--- src/rtl/store_commit_buffer_pkg.sv ---
// Shared types for the post-retire store commit buffer: entry layout, drain FSM
// states and the store-size legality helper.
package store_commit_buffer_pkg;

  localparam int SB_ADDR_W = 64;

  typedef logic [63:0] MemoryWord;

  typedef struct packed {
    logic                 valid;
    logic [SB_ADDR_W-1:0] addr;
    MemoryWord            wdata;
    logic [7:0]           wstrb;
  } store_buf_entry_t;

  typedef enum logic {IDLE, REQ} sbuf_state_t;

  function automatic logic size_legal(input logic [3:0] s);
    return s inside {4'd1, 4'd2, 4'd4, 4'd8};
  endfunction

endpackage

--- src/rtl/sbuf_lane_shift.sv ---
// Places a right-justified store into its doubleword byte lanes and flags
// illegal sizes and naturally-misaligned addresses.
module sbuf_lane_shift
  import store_commit_buffer_pkg::*;
(
  input  logic [3:0] size,
  input  logic [2:0] off,
  input  MemoryWord  data,
  output logic [7:0] wstrb,
  output MemoryWord  wdata,
  output logic       legal,
  output logic       misalign
);

  logic [15:0] mask;

  always_comb begin
    legal    = size_legal(size);
    // 16-bit intermediate so a size of 8 yields 0xFF rather than overflowing
    mask     = (16'd1 << size) - 16'd1;
    wstrb    = 8'(mask << off);
    wdata    = data << {off, 3'b000};
    misalign = legal && ((off & 3'(size - 4'd1)) != 3'd0);
  end

endmodule

--- src/rtl/store_commit_buffer.sv ---
// In-order store buffer between retire and the D-cache write port: queues
// committed stores, drains them via req/ack, and reports load/fence status.
module store_commit_buffer
  import store_commit_buffer_pkg::*;
#(
  parameter int DEPTH  = 8,
  parameter int ADDR_W = 64
) (
  input  logic              clk,
  input  logic              reset,
  input  logic              st_valid,
  input  logic [ADDR_W-1:0] st_addr,
  input  MemoryWord         st_data,
  input  logic [3:0]        st_size,
  output logic              retire_stall,
  output logic              mem_req,
  output logic [ADDR_W-1:0] mem_addr,
  output MemoryWord         mem_wdata,
  output logic [7:0]        mem_wstrb,
  input  logic              mem_ack,
  input  logic [ADDR_W-1:0] ld_addr,
  output logic              ld_conflict,
  input  logic              fence_req,
  output logic              fence_done,
  output logic              misalign_err
);

  localparam int PTR_W = $clog2(DEPTH);

  store_buf_entry_t [DEPTH-1:0] entries;
  logic [PTR_W-1:0] head, tail;
  logic [PTR_W:0]   count, count_nxt;
  sbuf_state_t      state, state_nxt;

  logic [7:0] sh_wstrb;
  MemoryWord  sh_wdata;
  logic       sh_legal, sh_misalign;
  logic       offered, push, pop;

  sbuf_lane_shift u_lane_shift (
    .size     (st_size),
    .off      (st_addr[2:0]),
    .data     (st_data),
    .wstrb    (sh_wstrb),
    .wdata    (sh_wdata),
    .legal    (sh_legal),
    .misalign (sh_misalign)
  );

  assign offered   = st_valid && !retire_stall && sh_legal;
  assign push      = offered && !sh_misalign;
  assign pop       = (state == REQ) && mem_ack;
  assign count_nxt = count + (PTR_W+1)'(push) - (PTR_W+1)'(pop);

  always_comb begin
    state_nxt = state;
    case (state)
      IDLE: if (count != '0) state_nxt = REQ;
      // remain in REQ while anything is left so drains run back-to-back
      REQ:  if (pop && count_nxt == '0) state_nxt = IDLE;
      default: state_nxt = IDLE;
    endcase
  end

  always_ff @(posedge clk) begin
    if (!reset) begin
      entries      <= '0;
      head         <= '0;
      tail         <= '0;
      count        <= '0;
      state        <= IDLE;
      retire_stall <= 1'b0;
      misalign_err <= 1'b0;
    end else begin
      if (pop) begin
        entries[head].valid <= 1'b0;
        head                <= head + PTR_W'(1);
      end
      if (push) begin
        entries[tail] <= '{valid: 1'b1,
                           addr:  SB_ADDR_W'({st_addr[ADDR_W-1:3], 3'b000}),
                           wdata: sh_wdata,
                           wstrb: sh_wstrb};
        tail          <= tail + PTR_W'(1);
      end
      count        <= count_nxt;
      state        <= state_nxt;
      retire_stall <= (count_nxt == (PTR_W+1)'(DEPTH));
      misalign_err <= offered && sh_misalign;
    end
  end

  // Outputs gated by mem_req so the port idles at zero outside a request
  assign mem_req    = (state == REQ);
  assign mem_addr   = mem_req ? entries[head].addr[ADDR_W-1:0] : '0;
  assign mem_wdata  = mem_req ? entries[head].wdata : '0;
  assign mem_wstrb  = mem_req ? entries[head].wstrb : '0;
  assign fence_done = fence_req && (count == '0) && (state == IDLE);

  logic [DEPTH-1:0] hit;
  for (genvar i = 0; i < DEPTH; i++) begin : g_hit
    assign hit[i] = entries[i].valid &&
                    (entries[i].addr[ADDR_W-1:3] == ld_addr[ADDR_W-1:3]);
  end
  assign ld_conflict = |hit;

  logic unused_ld_lo;
  assign unused_ld_lo = ^ld_addr[2:0];

endmodule

--- config.mk ---
export PLATFORM = sky130hd
export DESIGN_NAME = store_commit_buffer
export DESIGN_NICKNAME = d
export VERILOG_FILES = /design/src/rtl/store_commit_buffer_pkg.sv /design/src/rtl/sbuf_lane_shift.sv /design/src/rtl/store_commit_buffer.sv
export SDC_FILE = /design/constraint.sdc
export NUM_CORES = 2
export LEC_CHECK = 0
export CORE_MARGIN = 2
export CORE_UTILIZATION = 30
export CTS_CLUSTER_DIAMETER = 200
export DETAILED_ROUTE_END_ITERATION = 6
export PLACE_DENSITY = 0.54
export RECOVER_POWER = 50
export REMOVE_ABC_BUFFERS = 1
export SYNTH_ARGS = -nofsm -noshare
export SYNTH_HDL_FRONTEND = slang
export SYNTH_SLANG_ARGS = --single-unit
--- constraint.sdc ---
create_clock -name clk -period 3.9 [get_ports clk]
set_input_delay 0.78 -clock clk [delete_from_list [all_inputs] [get_ports clk]]
set_output_delay 0.78 -clock clk [all_outputs]
set_load 0.01 [all_outputs]
; Word level (Yosys, flattened, before mapping)
; Cells that the tools add are included.
[op_classes]
n_addsub = 6
reduce_logical = 27
muxes = 17
n_bitwise = 2
shifts = 3
magnitude_cmp = 4
eq_ne = 13
[op_table]
columns = operator, count
row1 = two-way mux 1096 bit, 3
row2 = bitwise mux 1096 bit, 2
row3 = demux 137 bit (select 3 bit), 2
row4 = equality test 61 bit, 8
row5 = binary-select mux 137 bit (select 3 bit), 1
row6 = two-way mux 137 bit, 2
row7 = two-way mux 136 bit, 1
row8 = two-way mux 64 bit, 2
row9 = left shift 64 x 6 -> 64 bit, 1
row10 = logical AND 1 bit, 19
row11 = left shift 1 x 4 -> 16 bit (first input constant), 1
row12 = left shift 16 x 3 -> 8 bit, 1
row13 = subtractor 16 x 1 -> 16 bit (second input constant), 1
row14 = equality test 4 bit (second input constant), 2
row15 = zero test 4 bit, 2
row16 = < comparator 3 x 4 -> 1 bit (second input constant), 2
row17 = two-way mux 8 bit, 1
row18 = nonzero test 4 bit, 2
row19 = OR reduction 8 bit, 1
row20 = adder 3 x 1 -> 3 bit (second input constant), 2
row21 = >= comparator 3 x 1 -> 1 bit (second input constant), 2
row22 = adder 4 x 1 -> 4 bit, 1
row23 = equality test 4 x 1 -> 1 bit (second input constant), 1
row24 = equality test 4 x 2 -> 1 bit (second input constant), 1
row25 = other kinds (9), 11
[totals]
elab_cells = 110
register_bits = 1109
input_bits = 201
output_inout_bits = 141

; Logic depth before layout (Yosys ltp)
[logic_depth]
depth_word = 12
mapped_depth = 15
depth_no_buf = 13

; Cells and area by module
; From an unflattened synthesis, not the netlist that was laid out.
[unflattened]
hier_cells = 6663
area_unflattened_um2 = 57870.5
[by_module_without_submodules]
columns = mod, seq_area_each_um2, cells_per_inst, n_inst, area_each_um2
row1 = store_commit_buffer, 21720.8, 6295, 1, 55354.3
row2 = sbuf_lane_shift, 0.0, 368, 1, 2516.2

; Least setup slack after synthesis
; OpenSTA, ideal clock, no wires.
[synth_path]
kind = input-to-reg
start = input port st_size[0]
end = register state, in the netlist mem_req
cell_stages = 14
arrival_time_ns = 3.249
setup_ns = 0.138
path_buffers = 1
t_required_ns = 3.762
setup_slack_ns = 0.512
cell_sequence = inv_1 > ha_1 > xor2_1 > a2111oi_4 > nand2_2 > buf_6 > ha_1 > inv_1 > ha_1 > inv_1 > fa_1 > xnor2_1 > nor4b_1 > a221oi_1
[synth_via]
elab_chain_cells = 12
elab_cells_between_ends = 18
classes_between = add/sub: 3 / eq/ne: 4 / mux: 2 / bitwise: 1 / reduce/logical: 8
[synth_rtl]
columns = item, line
row1 = "start, declared", store_commit_buffer.sv:14  ; input logic [3:0] st_size,
row2 = subtractor 3 x 1 -> 3 bit, sbuf_lane_shift.sv:23  ; misalign = legal && ((off & 3'(size - 4'd1)) != 3'd0);
row3 = bitwise AND 3 bit, sbuf_lane_shift.sv:23
row4 = nonzero test 3 bit, sbuf_lane_shift.sv:23
row5 = logical AND 1 bit, sbuf_lane_shift.sv:23
row6 = zero test 1 bit, store_commit_buffer.sv:51  ; assign push = offered && !sh_misalign;
row7 = logical AND 1 bit *, store_commit_buffer.sv:51
row8 = adder 4 x 1 -> 4 bit *, store_commit_buffer.sv:53  ; assign count_nxt = count + (PTR_W+1)'(push) - (PTR_W+1)'(pop);
row9 = subtractor 4 x 1 -> 4 bit *, store_commit_buffer.sv:53
row10 = zero test 4 bit *, store_commit_buffer.sv:60  ; REQ: if (pop && count_nxt == '0) state_nxt = IDLE;
row11 = logical AND 1 bit *, store_commit_buffer.sv:60
row12 = two-way mux 1 bit *, store_commit_buffer.sv:60
row13 = case mux 1 bit (2 select lines) *, store_commit_buffer.sv:57  ; case (state)
row14 = "end signal, assigned", store_commit_buffer.sv:87  ; state <= state_nxt;
row15 = "end, declared", store_commit_buffer.sv:33  ; sbuf_state_t state, state_nxt;
; Mark *: on every way between the ends. The rest lies on a longest branch, timed or not.
; A chain may end at the register's enable or synchronous reset.

; Worst setup path in the final report
[layout_path]
start = input port ld_addr[54]
end = output port ld_conflict
[layout_via]
elab_chain_cells = 3
elab_cells_between_ends = 17
classes_between = eq/ne: 8 / reduce/logical: 9
[layout_rtl]
columns = item, line
row1 = "start, declared", store_commit_buffer.sv:21  ; input logic [ADDR_W-1:0] ld_addr,
row2 = equality test 61 bit, store_commit_buffer.sv:103  ; (entries[i].addr[ADDR_W-1:3] == ld_addr[ADDR_W-1:3]);
row3 = logical AND 1 bit, store_commit_buffer.sv:102  ; assign hit[i] = entries[i].valid &&
row4 = OR reduction 8 bit *, store_commit_buffer.sv:105  ; assign ld_conflict = |hit;
row5 = "end, declared", store_commit_buffer.sv:22  ; output logic ld_conflict,
; Marks and branches as above.

==> results summary <==
The number of register bits inferred by synthesis came out at 1,085. The critical path capture point type is a primary output. For the finished layout, the period the worst path requires is 4.01 ns. The highest attainable clock frequency came out at 249 MHz.

The clock tree root driver cell is sky130_fd_sc_hd__clkbuf_16. The total number of vias came out at 50,200. The share of cells above drive strength 1 came out at 19.0%.

Counting cells, the worst reg-to-reg path comes to 7. CTS saw 1,085 sinks. The final RePlAce weighted congestion came out at 1.06. The area growth from synthesis to layout is 29.0%. The max capacitance violation total is 0.

STA puts the critical path data required time at 3.12 ns. The routed wire length is 255,000 microns. The final layout contains 7,014 nets.

Of the total power, the share spent switching nets is 27.3%. The per-instance average area after synthesis is 8.57 sq um. The final-layout worst hold slack came out at 0.448 ns.

Combinational cells account for 15.4% of the total power. Sequential cells account for 40.9% of the total power. The core area is 179,000 sq um. Of all nets on the critical path, the largest fanout is 5. The ratio of total power to cell area is 397 nW/um^2. In this run the most critical hold path is launched from entries[174]$_SDFFE_PN0P_. The count of different cell masters after synthesis came out at 71. After detailed routing, the number of remaining DRC violations is 0. Setup repair after global routing could not meet its margin everywhere. sky130_fd_sc_hd__dfxtp_1 takes more of the synthesized area than any other cell.

The startpoint of the most critical register-to-register path is retire_stall$_SDFF_PN0_. In this run the critical register-to-register path is captured at entries[412]$_SDFFE_PN0P_. In this design, the stage delay of the slowest critical-path cell is 0.41 ns. In this run the tightest slew margin relative to its limit is 9.30%.

The least setup slack across all paths after layout is -0.113 ns. For this run the aggregate overflow at the end of global routing stands at 0. The clock buffer count from CTS came out at 117. TritonCTS built the clock tree. The number of pins with negative max-slew slack in the final report is 0.

The number of inserted filler cells in the final layout is 17,800. The final antenna-violating net count is 0. The vias per cell is 5.42.

The number of input and output port buffers inserted is 335. For this design the top-level I/O count stands at 342. The number of cell rows came out at 155. The highest ir drop seen on vdd is 0.000385 V. The cell-internal power is 20.1 mW. The path length in cells of the critical path is 10. The clock transition at the register clock pins on the worst setup and hold paths after CTS is 0.06 ns. Setup slack on the worst reg-to-reg path comes out at 0.51 ns. Entering global routing, the biggest net connects 143 pins.

The final hold violation count is 0. The level count of the clock H-tree is 3. The detailed-route wire length per cell is 27.6 microns.

The number of standard cells after synthesis came out at 6,306. The die extent in y came out at 428 microns. The checks that failed: negative setup slack. The measured slew at the worst slew-check pin is 1.36 ns. The netlist area before placement is 54,000 sq um. The worst slack at placement is -1.18 ns. The clock network fraction of design power came out at 43.7%. The setup violation total in the final timing report came out at 1. The first-pass GRT wire length is 356,000 microns.

The worst hold path terminates at entries[174]$_SDFFE_PN0P_. The latest clock arrival within the worst-skew pair came out at 0.77 ns. The clock passes through at most 3 buffers. The share of the yosys chip area belonging to registers came out at 40.2%. The first-pass detailed-route iteration total is 6. The die width came out at 428 microns. The portion of synthesized cell area occupied by the leading cell type is 40.2%.

The signal on the critical path passes through clkdlybuf4s50_1 -> buf_4 -> xnor2_1 -> nand4_1 -> nor4_4 -> buf_4 -> nand4_1 -> o22ai_1 -> or4_4 -> buf_6. The setup TNS came out at -0.113 ns. For this design the total switching power over the nets is 7.56 mW.

On the critical path, the stage with the largest delay is an instance of sky130_fd_sc_hd__nor4_4. The worst hold path depth is 2. The portion of the clock cycle consumed by the worst path in the final layout is 103%. In the synthesized netlist the dominant register cell turns out to be sky130_fd_sc_hd__dfxtp_1. The starting utilization of the core area is 30.2%. The worst setup path is of the in -> out kind. The number of antenna violations at the first check in global routing came out at 24.

The buffer and inverter count on the worst path is 4. Detailed placement ended at an HPWL of 180,000 microns. The die covers 183,000 sq um. Ranked by instance count, the synthesized netlist is headed by sky130_fd_sc_hd__nand2_1 (1,388), sky130_fd_sc_hd__dfxtp_1 (1,085), sky130_fd_sc_hd__a21oi_1 (808). Global routing used 26.5% of the available tracks. The async set-or-reset flop fraction in the synthesized netlist is 0%. The critical path's top delay family is simple AND/OR/NAND/NOR gates. The arrival time reported for the critical path endpoint came out at 3.23 ns. The most used standard cell by instance count after synthesis is sky130_fd_sc_hd__nand2_1. The number of global-route vias before repair was 47,400. The worst clock skew came out at 0.0508 ns. In this run, synthesis inferred 0 flip-flops with an integrated enable. Yosys attributes the largest share of cell area to sky130_fd_sc_hd__dfxtp_1 (40%), sky130_fd_sc_hd__mux4_2 (11%), sky130_fd_sc_hd__nand2_1 (9.6%). The worst hold path belongs to the class reg -> reg.

The worst setup path is launched from an input port. After the first detailed-routing iteration, the DRC count stood at 5,546. The run finished, with violations left.

The analysis attributes to cell leakage a power of 23.3 nW. The number of warnings reported in the yosys synthesis log is 0.
==> worst register-to-register path: cells and delay by family (launching register included) <==
family	cells	cell delay [ns]
compound gates	2	0.68
simple gates	3	1.19
flops	1	0.31
buf+inv	2	1.13
==> power by group through the flow <==
stage | clock network (mW) | logic (mW) | registers (mW)
2_1_floorplan | 0 | 1.66 | 11.8
3_3_place_gp | 0 | 3.66 | 11.6
3_5_place_dp | 0 | 3.68 | 11.6
4_1_cts | 12.2 | 4.11 | 11.3
5_1_grt | 12.7 | 4.44 | 11.4
6_report | 12.1 | 4.27 | 11.3
==> cells in the final DEF (no fill, tap or decap), types with 125 or more instances in the layout <==
master,n
sky130_fd_sc_hd__dfxtp_1,1080
sky130_fd_sc_hd__nand2_1,1389
sky130_fd_sc_hd__xnor2_1,245
sky130_fd_sc_hd__clkdlybuf4s50_1,246
sky130_fd_sc_hd__mux4_2,266
sky130_fd_sc_hd__a21oi_1,807
sky130_fd_sc_hd__clkbuf_16,125
sky130_fd_sc_hd__a211oi_1,277
sky130_fd_sc_hd__nor2b_1,145
sky130_fd_sc_hd__buf_4,485
sky130_fd_sc_hd__nor2_1,445
==> flip-flops by register name, summed over array words and instances, names as in the netlist <==
name and flops:
retire_stall 1, entries 1072, tail 3, head 3, count 4, misalign_err 1, mem_req 1
==> through the flow <==
step / utilization (%) / instances / power, mW / area (sq um)
2_1_floorplan: - / 5680 / 13.4 / 51400
4_1_cts: 38.9 / 9209 / 27.7 / 69500
5_1_grt: 39.0 / 9252 / 28.5 / 69700
6_report: 39.0 / 9255 / 27.7 / 69700
3_3_place_gp: 35.7 / 8965 / 15.3 / 63700
3_5_place_dp: 35.7 / 8965 / 15.3 / 63700
==> cells by family (layout without fill, tap and decap cells) <==
group	count (synthesis)	after routing	share of synthesized area, %
compound gates	1295	1295	14.2
xor+xnor	363	363	5.89
fa+ha+maj	14	14	0.338
buf+inv	701	1287	5.45
flops	1085	1085	40.2
mux	469	469	14.9
other cells	1	9	0.00694
simple gates	2378	2378	19.0
==> per-layer routing <==
| layer | up-vias | part of all wire, % | routed length, microns | global-route usage (%) |
|---|---|---|---|---|
| met3 | 555 | 7.1 | 18200 | 4.05 |
| met4 | 16 | 6.4 | 16300 | 13.6 |
| met5 | - | 0.034 | 86 | 0 |
| li1 | 22700 | - | - | - |
| met2 | 2247 | 47 | 120000 | 43.9 |
| met1 | 24600 | 39 | 101000 | 33.3 |
==> worst max path at each step <==
stage / to / start
2_1_floorplan: entries[691]$_SDFFE_PN0P_ / reset
3_3_place_gp: ld_conflict / ld_addr[33]
6_report: ld_conflict / ld_addr[54]
3_5_place_dp: ld_conflict / ld_addr[33]
4_1_cts: mem_wdata[13] / head[2]$_SDFFE_PN0P_
5_1_grt: ld_conflict / ld_addr[51]
==> what timing repair did <==
action / CTS / global route
gates resized for setup: 236 / 98
pin swaps: 11 / 15
hold buffers: 0 / 0
setup buffers: 17 / 34
setup endpoints to repair: 129 / 60
gates cloned: 13 / 7
hold endpoints to repair: 0 / 0
==> final cells by class <==
type                            count  area, sq um  area share (%)
Antenna cell                        6         15.0          0.0215
Clock buffer                      156         3330            4.77
Clock inverter                     58          818            1.17
Inverter                           73          282           0.404
Multi-Input combinational cell   4522        30600            43.8
Sequential cell                  1085        21700            31.2
Tap cell                         2355         2950            4.23
Timing Repair Buffer             1000        10000            14.4
Note: power is estimated with default switching activity, not from simulation.
